[src/rtl/relu_seq_pkg.sv]
// Shared types and defaults for the ReLU stage sequencer.
// Optional feature macro: RELU_SEQ_STATS_EN (adds the neg_count statistics port).
package relu_seq_pkg;

    localparam int unsigned DEF_SUM_WIDTH = 32;
    localparam int unsigned DEF_NUM_DATA  = 128;

    // Sequencer control states
    typedef enum logic [1:0] {
        ST_IDLE  = 2'd0,
        ST_RUN   = 2'd1,
        ST_DRAIN = 2'd2,
        ST_DONE  = 2'd3
    } relu_seq_state_t;

    // Requested pass length limited to the buffer depth
    function automatic int unsigned clamp_len(input int unsigned req_len,
                                              input int unsigned max_len);
        return (req_len > max_len) ? max_len : req_len;
    endfunction

endpackage

[src/rtl/relu_seq_addr_cnt.sv]
// Clear/enable buffer address counter with a terminal-count flag.
// The count parks on the terminal value instead of wrapping past it.
module relu_seq_addr_cnt #(
    parameter int unsigned WIDTH = 7
) (
    input  logic             clk,
    input  logic             rst_n,
    input  logic             clr_i,
    input  logic             en_i,
    input  logic [WIDTH-1:0] last_i,
    output logic [WIDTH-1:0] cnt_o,
    output logic             tc_o
);

    logic [WIDTH-1:0] cnt_q;
    logic [WIDTH-1:0] cnt_d;

    assign tc_o  = (cnt_q == last_i);
    assign cnt_o = cnt_q;

    // Next count: clear wins, otherwise step until the terminal address
    always_comb begin
        cnt_d = cnt_q;
        if (clr_i) begin
            cnt_d = '0;
        end else if (en_i && !tc_o) begin
            cnt_d = cnt_q + WIDTH'(1);
        end
    end

    // Count register
    always_ff @(posedge clk or negedge rst_n) begin
        if (!rst_n) begin
            cnt_q <= '0;
        end else begin
            cnt_q <= cnt_d;
        end
    end

endmodule

[src/rtl/relu_seq_ctrl.sv]
// Sequencer that streams a block of words from the input activation buffer
// through the external registered ReLU stage into the output buffer.
// Optional feature macro: RELU_SEQ_STATS_EN (counts inputs clamped to zero).
//
// Control handshake: start is a request that is accepted only in the cycle
// the sequencer is idle (busy=0, done=0); len is captured in that same cycle.
// done is a single-cycle completion pulse; the next start is accepted from
// the cycle after done. There is no backpressure on either buffer.
module relu_seq_ctrl
    import relu_seq_pkg::*;
#(
    parameter int unsigned SUM_WIDTH  = DEF_SUM_WIDTH,
    parameter int unsigned NUM_DATA   = DEF_NUM_DATA,
    parameter int unsigned ADDR_WIDTH = $clog2(NUM_DATA)
) (
    input  logic                  clk,
    input  logic                  rst_n,
    input  logic                  start,
    input  logic [ADDR_WIDTH:0]   len,
    output logic                  busy,
    output logic                  done,
    output logic                  rd_en,
    output logic [ADDR_WIDTH-1:0] rd_addr,
    input  logic [SUM_WIDTH-1:0]  rd_data,
    output logic [SUM_WIDTH-1:0]  relu_in,
    input  logic [SUM_WIDTH-1:0]  relu_out,
    output logic                  wr_en,
    output logic [ADDR_WIDTH-1:0] wr_addr,
    output logic [SUM_WIDTH-1:0]  wr_data,
    output relu_seq_state_t       dbg_state
`ifdef RELU_SEQ_STATS_EN
    ,
    output logic [ADDR_WIDTH:0]   neg_count
`endif
);

    relu_seq_state_t       state_q;
    logic                  busy_q;
    logic                  done_q;
    logic                  rd_en_q;
    logic                  v_rd_q;
    logic                  v_relu_q;
    logic [ADDR_WIDTH-1:0] last_q;

    logic [ADDR_WIDTH:0]   eff_len_w;
    logic                  start_acc_w;
    logic                  rd_tc_w;
    logic                  wr_tc_w;
    logic [ADDR_WIDTH-1:0] rd_cnt_w;
    logic [ADDR_WIDTH-1:0] wr_cnt_w;

    assign eff_len_w   = (ADDR_WIDTH+1)'(clamp_len(32'(len), NUM_DATA));
    assign start_acc_w = (state_q == ST_IDLE) && start;

    assign busy      = busy_q;
    assign done      = done_q;
    assign rd_en     = rd_en_q;
    assign rd_addr   = rd_cnt_w;
    assign relu_in   = rd_data;
    assign wr_en     = v_relu_q;
    assign wr_addr   = wr_cnt_w;
    assign wr_data   = relu_out;
    assign dbg_state = state_q;

    // Read address: steps once per issued read
    relu_seq_addr_cnt #(
        .WIDTH (ADDR_WIDTH)
    ) u_rd_cnt (
        .clk    (clk),
        .rst_n  (rst_n),
        .clr_i  (start_acc_w),
        .en_i   (rd_en_q),
        .last_i (last_q),
        .cnt_o  (rd_cnt_w),
        .tc_o   (rd_tc_w)
    );

    // Write address: steps once per issued write
    relu_seq_addr_cnt #(
        .WIDTH (ADDR_WIDTH)
    ) u_wr_cnt (
        .clk    (clk),
        .rst_n  (rst_n),
        .clr_i  (start_acc_w),
        .en_i   (v_relu_q),
        .last_i (last_q),
        .cnt_o  (wr_cnt_w),
        .tc_o   (wr_tc_w)
    );

    // Control FSM with registered busy/done/read strobe
    always_ff @(posedge clk or negedge rst_n) begin
        if (!rst_n) begin
            state_q <= ST_IDLE;
            busy_q  <= 1'b0;
            done_q  <= 1'b0;
            rd_en_q <= 1'b0;
            last_q  <= '0;
        end else begin
            done_q <= 1'b0;
            case (state_q)
                ST_IDLE: begin
                    if (start) begin
                        // eff_len=NUM_DATA truncates to 0, so the subtraction yields NUM_DATA-1
                        last_q <= eff_len_w[ADDR_WIDTH-1:0] - ADDR_WIDTH'(1);
                        if (eff_len_w == '0) begin
                            state_q <= ST_DONE;
                            done_q  <= 1'b1;
                        end else begin
                            state_q <= ST_RUN;
                            busy_q  <= 1'b1;
                            rd_en_q <= 1'b1;
                        end
                    end
                end
                ST_RUN: begin
                    if (rd_tc_w) begin
                        state_q <= ST_DRAIN;
                        rd_en_q <= 1'b0;
                    end
                end
                ST_DRAIN: begin
                    if (v_relu_q && wr_tc_w) begin
                        state_q <= ST_DONE;
                        busy_q  <= 1'b0;
                        done_q  <= 1'b1;
                    end
                end
                ST_DONE: begin
                    state_q <= ST_IDLE;
                end
                default: begin
                    state_q <= ST_IDLE;
                end
            endcase
        end
    end

    // Two-stage valid pipeline following the RAM read and the ReLU register
    always_ff @(posedge clk or negedge rst_n) begin
        if (!rst_n) begin
            v_rd_q   <= 1'b0;
            v_relu_q <= 1'b0;
        end else begin
            v_rd_q   <= rd_en_q;
            v_relu_q <= v_rd_q;
        end
    end

`ifdef RELU_SEQ_STATS_EN
    logic [ADDR_WIDTH:0] neg_count_q;

    assign neg_count = neg_count_q;

    // Count valid inputs whose sign bit makes the ReLU clamp them to zero
    always_ff @(posedge clk or negedge rst_n) begin
        if (!rst_n) begin
            neg_count_q <= '0;
        end else if (start_acc_w) begin
            neg_count_q <= '0;
        end else if (v_rd_q && rd_data[SUM_WIDTH-1]) begin
            neg_count_q <= neg_count_q + (ADDR_WIDTH+1)'(1);
        end
    end
`endif

endmodule

[config.mk]
export PLATFORM = sky130hd
export DESIGN_NAME = relu_seq_ctrl
export DESIGN_NICKNAME = d
export VERILOG_FILES = /design/src/rtl/relu_seq_pkg.sv /design/src/rtl/relu_seq_addr_cnt.sv /design/src/rtl/relu_seq_ctrl.sv
export SDC_FILE = /design/constraint.sdc
export NUM_CORES = 1
export LEC_CHECK = 0
export BUFFER_PORTS_ARGS = -buffer_cell sky130_fd_sc_hd__buf_2
export CORE_MARGIN = 1
export CORE_UTILIZATION = 44
export DETAILED_ROUTE_END_ITERATION = 16
export PLACE_DENSITY = 0.87
export SYNTH_ARGS = -nofsm -noshare
export SYNTH_HDL_FRONTEND = slang
export SYNTH_SLANG_ARGS = --single-unit
[constraint.sdc]
create_clock -name clk -period 2.55 [get_ports clk]
set_input_delay 0.255 -clock clk [delete_from_list [all_inputs] [get_ports clk]]
set_output_delay 0.255 -clock clk [all_outputs]
set_load 0.05 [all_outputs]
==> results of run 1 <==
-- synth_stat cells, drive strengths merged, types with 2 or more instances --
library cell	n	area share (%)
xnor2	17	7.0
nand4	3	1.2
mux2i	5	2.4
mux2	2	1.1
inv	7	1.2
nor2	12	2.1
o31a	2	0.83
or4	4	1.4
and2	2	0.59
buf	64	23
nor3	3	0.71
a31oi	3	0.88
clkbuf	3	0.53
nand3	11	2.6
or3	2	0.59
ha	8	4.7
o21a	2	0.71
dfrtp	28	33
o211ai	5	1.8
xor2	4	1.6
a21oi	6	1.4
nand2	15	2.7
o21ai	11	3.3
nor4	2	0.59
-- state kept, by name, summed over array words and instances, names as in the netlist --
name	count
u_wr_cnt.cnt_o	7
u_rd_cnt.cnt_o	7
rd_en	1
v_rd_q	1
dbg_state	2
busy	1
last_q	7
wr_en	1
done	1
-- metal layers --
layer | global-route usage, % | vias to the layer above | share of wire (%)
met3 | 4.36 | 12 | 6.8
met4 | 6.10 | 0 | 1.4
met1 | 19.4 | 687 | 44
met2 | 23.9 | 59 | 48
li1 | - | 670 | -
met5 | 0 | - | 0
-- timing repair --
action | in CTS | in global routing
hold endpoints to repair | 16 | 0
hold buffers | 1 | 0
gates resized for setup | 0 | 0
-- cell usage in the layout, fill, tap and decap left out, types with 3 or more instances in the layout --
cell type	count
nor3_1	3
or4_1	4
a31oi_1	3
nand3_1	11
o211ai_1	5
nand2_1	15
a21oi_1	6
mux2i_1	5
o21ai_0	9
nor2_1	12
clkbuf_8	3
xor2_1	4
ha_1	8
inv_1	7
xnor2_1	17
buf_2	30
dfrtp_1	28
-- path summary, 6_finish.rpt --
check                               endpoint  slack (ps)  cells past startpoint
max                             dbg_state[1]         630                      5
min in group asynchronous  u_wr_cnt.cnt_o[5]         510                      2
max reg2reg                     dbg_state[1]         630                      5
min                                last_q[0]         200                      2
min reg2reg                            wr_en         360                      0
max in group asynchronous  u_rd_cnt.cnt_o[2]        1640                      2
-- critical path, stage by stage (launching register included) --
cell and delay [ps]:
dfrtp_1 490, xnor2_1 220, nand4_1 220, o31a_1 350, a211oi_2 180, mux2_2 360
-- stage by stage --
step                      hold WS, ps  std cells  instance area [um^2]
after CTS                         198        253                  1930
after global routing              213        253                  1930
after global placement            297        248                  1850
final                             205        253                  1930
after floorplan                 -40.6        233                  2120
after detailed placement          305        248                  1850
-- logic make-up (layout without fill, tap and decap cells) --
| kind of cell | Yosys count | count (layout) |
|---|---|---|
| AO/OA/AOI/OAI | 36 | 36 |
| XOR/XNOR | 21 | 21 |
| adder cells (fa/ha/maj) | 8 | 8 |
| buffers and inverters | 75 | 43 |
| flip-flops | 28 | 28 |
| multiplexers | 7 | 7 |
| AND/OR/NAND/NOR | 58 | 58 |
-- final cells by class --
type	count	area, um^2	area share, %
Clock inverter	1	30.0	1.56
Clock buffer	3	41.3	2.14
Inverter	8	30.0	1.56
Multi-Input combinational cell	130	901	46.7
Sequential cell	28	701	36.3
Tap cell	52	65.1	3.37
Timing Repair Buffer	31	160	8.31
-- power groups by stage --
| stage | Sequential [mW] | Combinational, mW | Clock, mW |
|---|---|---|---|
| after floorplan | 1.07 | 0.867 | 0 |
| after global placement | 0.796 | 1.10 | 0 |
| after detailed placement | 0.809 | 1.13 | 0 |
| after CTS | 0.798 | 1.14 | 0.356 |
| after global routing | 0.828 | 1.23 | 0.375 |
| final | 0.799 | 1.13 | 0.351 |
==> flow_summary.yaml, run 1 <==
status:
  status: "finished, final reports clean"
floorplan:
  start_util_pct: 47.1
  rows: 24
  die_x_um: 71.5
  ioPinCount: 159
  dieArea_mm2: 0.00511
  coreArea_mm2: 0.00450
  fp.dieH_um: 71.5
worst_hold_path:
  min_path_type: "primary input to flop"
  hold_start: "len[0]"
clock_tree:
  htreeDepth: 1
  post_cts_buffers: 0
  cts_root_buffer: "clkbuf_8"
  worstSkewPairLatency_ps: 280
  cts_tree: "built"
  numCtsBuffers: 3
  cts.clk_slew.worst_paths_ps: 100
  clockBufferDepth: 2
  cts_sinks: 28
logic_synthesis:
  ys_types: 39
  synth.area.mux_share_pct: 3.42
  synth-xor-area-share_pct: 8.66
  synthArstFlopShare_pct: 100
  synth-simple-area-share_pct: 13.7
  yosysSeqAreaShare_pct: 33.0
  synth_edf_count: 0
  synth_nets: 316
  synth_fa_ha_area_share_pct: 4.71
  syn_inst: 233
  yosys_most_used_dff: "dfrtp_1"
  synth_area_per_cell_um2: 9.11
  synth_top_family_by_area: "buffers and inverters"
  ys_ff_latch: 28
  ys_warn_count: 0
  netlist_area_mm2: 0.00212
  synth_compound_area_share_pct: 11.9
timing:
  fmax_mhz: 522
  tightestPinTransition_ps: 633
  setup_tns_ps: 0
  grt_setup_unrepaired: "false"
  setup_viol: 0
  fin_crit_sh_pct: 75.1
  fin_skew_ps: 9.67
  period_minus_slack_ps: 1920
  maxSlewHeadroom_pct: 57.8
  setup_slack_ps: 634
  drv_slew: 0
  finalHoldViolCount: 0
global_routing:
  track_usage_pct: 15.1
  antenna_found_initial: 0
  overflow: 0
  grt_pass1_wl_um: 6080
  grt_max_degree: 29
  grt_pass1_vias: 1297
routing:
  drt-initial-drc-count: 86
  wl_per_cell_um: 14.4
  route.vias.total: 1428
  firstDrtPassIters: 4
  routed_wl_um: 3640
  drc: 0
  vias_per_cell: 5.64
  ant_nets: 0
setup_path:
  critPathRequiredTime_ps: 2730
  cp_data_arrival_time_ps: 2090
  start_kind: "flop"
  end_kind: "flop"
  critPathLaunch: "u_wr_cnt.cnt_o[2]"
  reg2reg_from: "u_wr_cnt.cnt_o[2]"
  path_max_fanout: 7
  critPathKind: "flop to flop"
pwr:
  power_density_mw_per_mm2: 1180
  switching_share_pct: 47.1
  share_seq_of_total_power_pct: 35.1
  p_clk_share_pct: 15.4
  leakagePower_nw: 0.842
  combPwrFrac_pct: 49.5
  switching_power_mw: 1.07
  vdd_drop_max_mv: 0.417
  internal-power_mw: 1.20
  p_total_mw: 2.28
cells_and_area:
  fill_cells: 418
  layout.nets: 285
  drive_gt1_share_pct: 19.9
  diodes: 0
  area_growth_pct: -9.19
  fin_util_pct: 42.8
place:
  post-dp-hpwl_um: 2740
  dp_slack_ps: 653
  gp_congestion: 0.804
  portBuffers: 30
job:
  cap_violations: 0
No activity file was read; power rests on OpenSTA's default activity.
==> run 2, diff against run 1 <==
ABC_AREA = 1   (was not set)
CORE_UTILIZATION = 42   (was 44)
PLACE_DENSITY = 0.81   (was 0.87)
clock period = 2 ns   (was 2.55 ns; I/O delays follow)
==> flow_summary.yaml, run 2 <==
status:
  status: "finished, final reports clean"
logic_synthesis:
  ys_warn_count: 0
  ys_ff_latch: 28
  synth-xor-area-share_pct: 8.52
  synthTopCellsByArea: "dfrtp_1 (30%), buf_4 (21%), nand2_1 (11%), inv_1 (5.1%), nand3_1 (4.5%)"
  yosysTopAreaCellShare_pct: 29.8
  ys_types: 30
  synth.area.mux_share_pct: 0
  synth_top_area_cell: "dfrtp_1"
  syn_inst: 311
  synth_area_per_cell_um2: 7.56
  synth_compound_area_share_pct: 4.85
  synth_edf_count: 0
  synth_fa_ha_area_share_pct: 4.26
  netlist_area_mm2: 0.00235
  synth_nets: 394
  yosys_most_used_dff: "dfrtp_1"
  synth.most_common_cell: "nand2_1"
  synth_top_cells_by_count: "nand2_1 (67), buf_4 (65), inv_1 (32)"
  yosysSeqAreaShare_pct: 29.8
  synth_top_family_by_area: "buffers and inverters"
  synthArstFlopShare_pct: 100
  synth-simple-area-share_pct: 25.4
cells_and_area:
  diodes: 0
  final_cells: 346
  layout.nets: 360
  fill_cells: 538
  layout_commonest_cell: "nand2_1"
  drive_gt1_share_pct: 17.8
  final_cell_mix: "nand2_1 (67), inv_1 (32), buf_2 (30)"
  fin_util_pct: 41.0
  area_growth_pct: -8.68
floorplan:
  die_x_um: 76.8
  dieArea_mm2: 0.00590
  ioPinCount: 159
  start_util_pct: 44.9
  fp.dieH_um: 76.8
  rows: 26
  coreArea_mm2: 0.00524
global_routing:
  grt_max_degree: 31
  overflow: 0
  grt_pass1_vias: 1543
  track_usage_pct: 15.0
  antenna_found_initial: 0
  grt_pass1_wl_um: 7160
setup_path:
  slowest_stage: "dfrtp_1"
  end_kind: "flop"
  start_kind: "flop"
  crit_top_cell: "nand2_1"
  critPathKind: "flop to flop"
  slowest_delay_ps: 470
  worstPathCellList: "xnor2_1, nand2_1, nor2_2, nand3_1, nand2_2, nand3_1, nand2_1, nand2_1"
  cp_data_arrival_time_ps: 1730
  path_max_fanout: 6
  critPathRequiredTime_ps: 2170
routing:
  wl_per_cell_um: 12.0
  ant_nets: 0
  vias_per_cell: 4.89
  firstDrtPassIters: 4
  routed_wl_um: 4170
  drc: 0
  drt-initial-drc-count: 73
  route.vias.total: 1692
job:
  cap_violations: 0
pwr:
  switching_share_pct: 50.5
  vdd_drop_max_mv: 0.819
  combPwrFrac_pct: 53.2
  p_total_mw: 2.93
  share_seq_of_total_power_pct: 35.0
  internal-power_mw: 1.45
  p_clk_share_pct: 11.9
  leakagePower_nw: 1.16
  power_density_mw_per_mm2: 1370
  switching_power_mw: 1.48
timing:
  setup_tns_ps: 0
  setup_viol: 0
  maxSlewHeadroom_pct: 59.2
  drv_slew: 0
  period_minus_slack_ps: 1560
  tightestPinTransition_ps: 613
  grt_setup_unrepaired: "false"
  fin_crit_sh_pct: 77.9
  fin_skew_ps: 2.31
  fmax_mhz: 642
  finalHoldViolCount: 0
clock_tree:
  cts.clk_slew.worst_paths_ps: 90
  cts_sinks: 28
  cts_tree: "built"
  htreeDepth: 1
  cts_root_buffer: "clkbuf_8"
  worstSkewPairLatency_ps: 270
  numCtsBuffers: 3
  clockBufferDepth: 2
place:
  portBuffers: 30
  post-dp-hpwl_um: 3200
  dp.cells: 341
  gp_congestion: 0.866
worst_hold_path:
  min_path_type: "primary input to flop"
==> run 2: changes by cell type in the layout (fill, tap and decap cells not counted), moves of 3 or more <==
| cell | before | now |
|---|---|---|
| nand2_1 | 15 | 67 |
| inv_1 | 7 | 32 |
| nand3_1 | 11 | 21 |
| nand4_1 | 2 | 11 |
| xnor2_1 | 17 | 9 |
| xor2_1 | 4 | 12 |
| mux2i_1 | 5 | 0 |
| nor2_1 | 12 | 16 |
| o211ai_1 | 5 | 1 |
| or4_1 | 4 | 0 |
| nand2_4 | 0 | 3 |
| nor2_2 | 0 | 3 |
| nor3_1 | 3 | 6 |
==> run 2: area by class of cell <==
| class | instances | area [um^2] | area share (%) |
|---|---|---|---|
| flip-flops and latches | 28 | 701 | 32.7 |
| well taps | 70 | 87.6 | 4.08 |
| repair buffers | 32 | 168 | 7.81 |
| clock buffers | 4 | 55.1 | 2.57 |
| inverters | 33 | 124 | 5.77 |
| multi-input cells | 179 | 1010 | 47.1 |
==> run 2: path summary, 6_finish.rpt <==
| kind | start | end | slack, ps | cells after the start |
|---|---|---|---|---|
| setup / recovery | u_wr_cnt.cnt_o[0] | dbg_state[0] | 440 | 8 |
| hold / removal | len[5] | last_q[5] | 210 | 3 |
| setup reg to reg | u_wr_cnt.cnt_o[0] | dbg_state[0] | 440 | 8 |
| hold reg to reg | v_rd_q | wr_en | 360 | 0 |
| max in group asynchronous | rst_n | rd_en | 1140 | 2 |
| min in group asynchronous | rst_n | u_wr_cnt.cnt_o[2] | 460 | 2 |
==> run 2: critical path, delay by kind of cell (launching register included) <==
family           cells  cell delay, ps
XOR/XNOR             1             180
flip-flops           1             470
AND/OR/NAND/NOR      7             810
==> run 2: kinds of logic after synthesis <==
logic type / Yosys count
adder cells (fa/ha/maj): 8
AND/OR/NAND/NOR: 131
flip-flops: 28
AO/OA/AOI/OAI: 18
XOR/XNOR: 22
buffers and inverters: 104
==> run 2: timing repair <==
item                                   in CTS  in global routing
gates resized for setup                     0                  0
endpoints found under the hold margin      28                  0
setup buffers                               0                  0
hold buffers                                1                  0
==> run 2: routing by layer <==
metal / track usage [%] / share of wire (%)
met1: 19.8 / 47
met2: 23.9 / 45
met3: 4.05 / 6.3
met4: 3.85 / 1.1
met5: 0 / 0
==> run 2: stage by stage <==
stage / instance area (um^2) / hold slack [ps] / setup WS (ps)
floorplan: 2350 / -95.6 / 229
global placement: 2080 / 247 / 329
detailed placement: 2080 / 255 / 244
CTS: 2150 / 206 / 423
global route: 2150 / 215 / 285
finish: 2150 / 215 / 441
==> run 2: power groups by stage <==
stage / sequential (mW) / clock, mW / combinational [mW]
floorplan: 1.32 / 0 / 1.28
finish: 1.02 / 0.347 / 1.56
global placement: 1.03 / 0 / 1.52
detailed placement: 1.04 / 0 / 1.56
CTS: 1.03 / 0.363 / 1.57
global route: 1.07 / 0.386 / 1.74
